`src/rtl/warb_pkg.sv`:
```
// Shared definitions for the weighted round-robin credit arbiter:
// FSM state encoding and default parameter values.
package warb_pkg;

  typedef enum logic {
    IDLE  = 1'b0,
    BURST = 1'b1
  } warb_state_t;

  localparam int DEF_NUM_REQ  = 8;
  localparam int DEF_WEIGHT_W = 4;

endpackage

```
`src/rtl/warb_rr_pick.sv`:
```
// Combinational wrap-around search: returns the first set bit of
// eligible at or after index start, wrapping past N-1 back to 0.
module warb_rr_pick #(
  parameter int N = 8
) (
  input  logic [N-1:0]         eligible,
  input  logic [$clog2(N)-1:0] start,
  output logic                 found,
  output logic [$clog2(N)-1:0] index
);

  localparam int IDX_W = $clog2(N);

  logic [2*N-1:0] doubled;
  logic [N-1:0]   rotated;
  logic [IDX_W-1:0] offset;
  logic [IDX_W:0]   sum;

  // Duplicating the vector turns the wrap-around into a plain shift.
  assign doubled = {eligible, eligible} >> start;
  assign rotated = doubled[N-1:0];

  // Lowest set bit of the rotated vector is the distance from start.
  always_comb begin
    found  = 1'b0;
    offset = '0;
    for (int i = N - 1; i >= 0; i--) begin
      if (rotated[i]) begin
        found  = 1'b1;
        offset = IDX_W'(i);
      end
    end
  end

  assign sum   = {1'b0, start} + {1'b0, offset};
  assign index = (sum >= (IDX_W + 1)'(N)) ? IDX_W'(sum - (IDX_W + 1)'(N)) : IDX_W'(sum);

endmodule

```
`src/rtl/warbiter_wrr_credit.sv`:
```
// Weighted round-robin arbiter with per-requester burst credits and a
// registered valid/ready grant output. Define WARB_LOCK_EN to compile in
// the lock feature that lets the current holder extend its burst.
module warbiter_wrr_credit
  import warb_pkg::*;
#(
  parameter int NUM_REQ  = DEF_NUM_REQ,
  parameter int WEIGHT_W = DEF_WEIGHT_W
) (
  input  logic                       clk,
  input  logic                       reset,
  input  logic [NUM_REQ-1:0]         request_vector,
  input  logic [WEIGHT_W-1:0]        weight [NUM_REQ],
  input  logic                       lock,
  input  logic                       grant_ready,
  output logic                       grant_valid,
  output logic [NUM_REQ-1:0]         grant,
  output logic [$clog2(NUM_REQ)-1:0] grant_id,
  output logic                       burst_last
);

  localparam int IDX_W = $clog2(NUM_REQ);

  warb_state_t         state_reg;
  logic [IDX_W-1:0]    cur_reg;
  logic [IDX_W-1:0]    ptr_reg;
  logic [WEIGHT_W-1:0] cnt_reg;

  logic [NUM_REQ-1:0]  eligible;
  logic                slot;
  logic [WEIGHT_W-1:0] weight_cur;
  logic [WEIGHT_W-1:0] cnt_next;
  logic [IDX_W-1:0]    cur_plus1;
  logic [IDX_W-1:0]    pick_start;
  logic                pick_found;
  logic [IDX_W-1:0]    pick_idx;
  logic                credit_hold;
  logic                lock_hold;
  logic                regrant;

  // A requester with zero weight is never eligible.
  for (genvar gi = 0; gi < NUM_REQ; gi++) begin : g_elig
    assign eligible[gi] = request_vector[gi] && (weight[gi] != '0);
  end

  assign slot       = !grant_valid || grant_ready;
  assign weight_cur = weight[cur_reg];
  assign cur_plus1  = (cur_reg == IDX_W'(NUM_REQ - 1)) ? '0 : cur_reg + IDX_W'(1);
  assign pick_start = (state_reg == BURST) ? cur_plus1 : ptr_reg;

  // Saturating increment keeps cnt at weight while a lock extends the burst.
  assign cnt_next    = (cnt_reg < weight_cur) ? cnt_reg + WEIGHT_W'(1) : weight_cur;
  assign credit_hold = (state_reg == BURST) && eligible[cur_reg] && (cnt_reg < weight_cur);

`ifdef WARB_LOCK_EN
  // Lock extends the burst past its credit, but never revives weight 0.
  assign lock_hold = (state_reg == BURST) && lock && eligible[cur_reg];
`else
  // Lock port kept on the interface but left unconnected in this build.
  logic unused_lock;
  assign unused_lock = lock;
  assign lock_hold   = 1'b0;
`endif

  assign regrant = credit_hold || lock_hold;

  warb_rr_pick #(
    .N (NUM_REQ)
  ) u_pick (
    .eligible (eligible),
    .start    (pick_start),
    .found    (pick_found),
    .index    (pick_idx)
  );

  // Burst FSM and registered grant outputs; everything holds outside a slot.
  always_ff @(posedge clk) begin
    if (reset) begin
      state_reg   <= IDLE;
      cur_reg     <= '0;
      ptr_reg     <= '0;
      cnt_reg     <= '0;
      grant_valid <= 1'b0;
      grant       <= '0;
      grant_id    <= '0;
      burst_last  <= 1'b0;
    end else if (slot) begin
      if (regrant) begin
        cnt_reg     <= cnt_next;
        grant_valid <= 1'b1;
        grant       <= {{(NUM_REQ - 1){1'b0}}, 1'b1} << cur_reg;
        grant_id    <= cur_reg;
        burst_last  <= (cnt_next == weight_cur);
      end else begin
        // Ending a burst moves the rotation pointer past the old holder.
        if (state_reg == BURST) begin
          ptr_reg <= cur_plus1;
        end
        if (pick_found) begin
          state_reg   <= BURST;
          cur_reg     <= pick_idx;
          cnt_reg     <= WEIGHT_W'(1);
          grant_valid <= 1'b1;
          grant       <= {{(NUM_REQ - 1){1'b0}}, 1'b1} << pick_idx;
          grant_id    <= pick_idx;
          burst_last  <= (weight[pick_idx] == WEIGHT_W'(1));
        end else begin
          state_reg   <= IDLE;
          grant_valid <= 1'b0;
          grant       <= '0;
          burst_last  <= 1'b0;
        end
      end
    end
  end

endmodule

```
`config.mk`:
```
export PLATFORM = sky130hd
export DESIGN_NAME = warbiter_wrr_credit
export DESIGN_NICKNAME = d
export VERILOG_FILES = /design/src/rtl/warb_pkg.sv /design/src/rtl/warb_rr_pick.sv /design/src/rtl/warbiter_wrr_credit.sv
export SDC_FILE = /design/constraint.sdc
export NUM_CORES = 1
export LEC_CHECK = 0
export CAP_MARGIN = 20
export CORE_MARGIN = 2
export CORE_UTILIZATION = 46
export DETAILED_ROUTE_END_ITERATION = 12
export PLACE_DENSITY = 0.85
export SYNTH_ARGS = -nofsm -noshare
export SYNTH_HDL_FRONTEND = slang
export SYNTH_SLANG_ARGS = --single-unit
export TNS_END_PERCENT = 30
```
`constraint.sdc`:
```
create_clock -name clk -period 4.7 [get_ports clk]
set_input_delay 0.47 -clock clk [delete_from_list [all_inputs] [get_ports clk]]
set_output_delay 0.47 -clock clk [all_outputs]
set_load 0.02 [all_outputs]
```
==> reports/metrics.yaml, run 1 <==
root_buffer: "clkbuf_8"
cts_buffers: 3
worstSetupEndpointType: "flop"
drv_slew: 0
start_kind: "flop"
initial_core_util_pct: 48.29
syn_nets: 353
yosysWarnings: 0
hold_depth: 2
drt-total-wl_microns: 7282
largest_reg_flops: 8
hold_viol_final: 0
rsz0062_at_grt: "false"
worstHoldPathType: "flop to flop"
fin_worst_skew_ns: 0.005416
nets: 421
yosys-top-cells-area: "dfxtp_1 19%, mux2i_1 8.4%, nor2_1 5.7%"
synth_seq_area_share_pct: 19.11
dpl.hpwl_microns: 5565
synth-edff-count: 0
clkTransAtPathRegs_ns: 0.09
post-synth-top-area-fraction_pct: 19.11
ant_nets: 0
yosysUniqueCellTypes: 68
antenna_found_initial: 0
fin_util_pct: 64.47
remaining_drc_errors: 0
clkPwrFrac_pct: 9.4
cp_max_fo: 13
power.switching_fraction_pct: 47.54
firstDrtPassIters: 4
timing.setup.tns_ns: 0
cts_buffer_depth: 2
ios: 57
p_sw_w: 0.0009310
htree_num_levels: 1
seqPwrFrac_pct: 16.1
power.leakage_nw: 1.260
grt_usage_pct: 24.08
drive_gt1_share_pct: 16.76
p_int_w: 0.001027
cts_tree: "yes"
min_period_ns: 4.464
pwr-share-comb_pct: 74.5
vias_per_cell: 6.062
worstMarginPinSlew_ns: 0.9855
required_ns: 4.87
ys.flop_type: "dfxtp_1"
async_reset_ff_share_pct: 0
setup_viol: 0
diodes: 0
cts_sinks: 24
synthesis.area_sq_um: 2514
gp_congestion: 0.9095
areaGrowthSynthToFinish_pct: 33.50
outcome: "finished clean"
grt_max_degree: 29
fmaxAchievable_mhz: 224.0
drtIter0Drc: 182
cp.arrival_ns: 4.63
grt_pass1_wl_microns: 12130
io_buffers: 55
final.period_utilization_pct: 94.99
drv_cap: 0
clk_latency_ns: 0.27
synth.largest_area_cell: "dfxtp_1"
cellPowerDensity_nw_per_um2: 583.6
grt_overflow: 0
relSlewSlack_pct: 34.09
num_vias: 2631
dieArea_sq_um: 6072
reg2regPathDepth: 22
vdd_ir_drop_max_uv: 412.4
placementRows: 26
grt_pass1_vias: 2602
core_sq_um: 5205
syn_inst: 297
avgSynthCellArea_sq_um: 8.464
path_class: "flop to flop"
wl_per_cell_microns: 16.78
die_w_microns: 77.92
synth-seq-cells: 24
die_h_microns: 77.92
[critical path, cell delays in order, from the launching register on]
cell      delay (ns)
dfxtp_1         0.32
buf_4           0.19
ha_1            0.23
ha_1            0.20
nor2_1          0.17
mux2i_4         0.10
inv_2           0.18
mux2i_2         0.30
o31ai_1         0.12
a211oi_1        0.36
a21oi_1         0.11
a21oi_1         0.15
a31oi_1         0.05
ha_1            0.18
inv_1           0.06
fa_1            0.42
buf_4           0.20
nand3_1         0.08
o21ai_0         0.15
and2_1          0.20
o21ai_0         0.15
a211oi_1        0.10
a311o_1         0.32
[cell families after synthesis]
group,count (synthesis),synth area share (%)
AOI/OAI and AO/OA,91,29.32
adders and majority gates,13,6.819
buffers and inverters,24,4.429
DFF,24,19.11
xor gates and xnor gates,7,3.186
muxes,31,15.28
and+or+nand+nor,107,21.85
[per-stage QoR]
step                hold WS (ns)  instances  cell area (sq um)  setup WS, ns  total power (W)
finish                    0.4552        434               3356        0.2355         0.001958
global placement          0.4371        426               3224        0.1414         0.001656
global route              0.5016        434               3356      0.005145         0.002093
floorplan                 0.4611        297               2514        0.2637         0.001271
CTS                       0.4545        430               3296        0.1226         0.001878
detailed placement        0.4438        426               3224       0.06730         0.001686
[layer usage]
layer | vias up | wire length [microns] | GRT usage (%)
li1 | 1282 | - | -
met1 | 1243 | 3004 | 30.49
met2 | 88 | 3855 | 43.62
met3 | 18 | 363 | 3.372
met4 | 0 | 58 | 4.561
met5 | - | 0 | 0
[power groups by stage]
stage	Combinational (W)	Sequential, W	Clock [W]
global route	0.00158	0.000323	0.000191
CTS	0.00138	0.000314	0.000183
global placement	0.00134	0.000316	0
finish	0.00146	0.000316	0.000184
detailed placement	0.00137	0.000318	0
floorplan	0.000912	0.000359	0
[Yosys cell counts, types with 4 or more instances]
library cell  count
nor2_1           38
dfxtp_1          24
mux2i_1          21
a21oi_1          15
a211oi_1         12
ha_1             11
nand3_1          11
nor3_1           11
nand2_1          10
clkbuf_1          9
a31oi_1           8
and2_1            7
a22oi_1           6
o21ai_0           6
o21ai_1           6
buf_2             5
and3_1            4
inv_1             4
nand3b_1          4
o41ai_1           4
xnor2_1           4
[final cells by class]
class	count	area [sq um]
sequential	24	480.5
tap	70	87.58
clock buffer	3	41.29
timing repair buffer	80	754.5
clock inverter	1	30.03
inverter	7	26.28
multi-input combinational	249	1936
fill	418	1849
[what timing repair did]
action                                  in CTS  in global routing
endpoints found under the setup margin       0                  3
resized for setup                            0                  4
hold buffers                                 0                  0
buffers inserted                             0                  4
[cells in the final DEF, fill, tap and decap left out, drive strengths merged, types with 4 or more instances in the layout]
cell type | Yosys | final
nor2 | 42 | 42
a22oi | 6 | 6
a31oi | 8 | 8
a21oi | 15 | 15
nand2 | 10 | 10
inv | 7 | 7
buf | 8 | 25
and3 | 4 | 4
o21ai | 13 | 13
a211oi | 12 | 12
clkdlybuf4s50 | 0 | 55
dfxtp | 24 | 24
nand3 | 11 | 11
nor3 | 11 | 11
o41ai | 9 | 9
nand3b | 4 | 4
mux2i | 25 | 25
ha | 11 | 11
and2 | 7 | 7
xnor2 | 5 | 5
[worst paths after layout]
check / startpoint / to / slack, ns
worst max-delay path: cur_reg[0] / burst_last / 0.24
worst min-delay path: grant_id[0] / grant_id[0] / 0.46
worst max register to register: cur_reg[0] / burst_last / 0.24
worst min register to register: grant_id[0] / grant_id[0] / 0.46
No activity file was read; power rests on OpenSTA's default activity.
==> run 2: changes to the inputs <==
- ABC_AREA: default -> 0
==> results of run 2 <==
The final DEF is identical to that of run 1; final timing and power are the same.
==> run 3: changes to the inputs <==
- TNS_END_PERCENT: 30 -> default
==> results of run 3 <==
The final DEF is identical to that of run 1; final timing and power are the same.
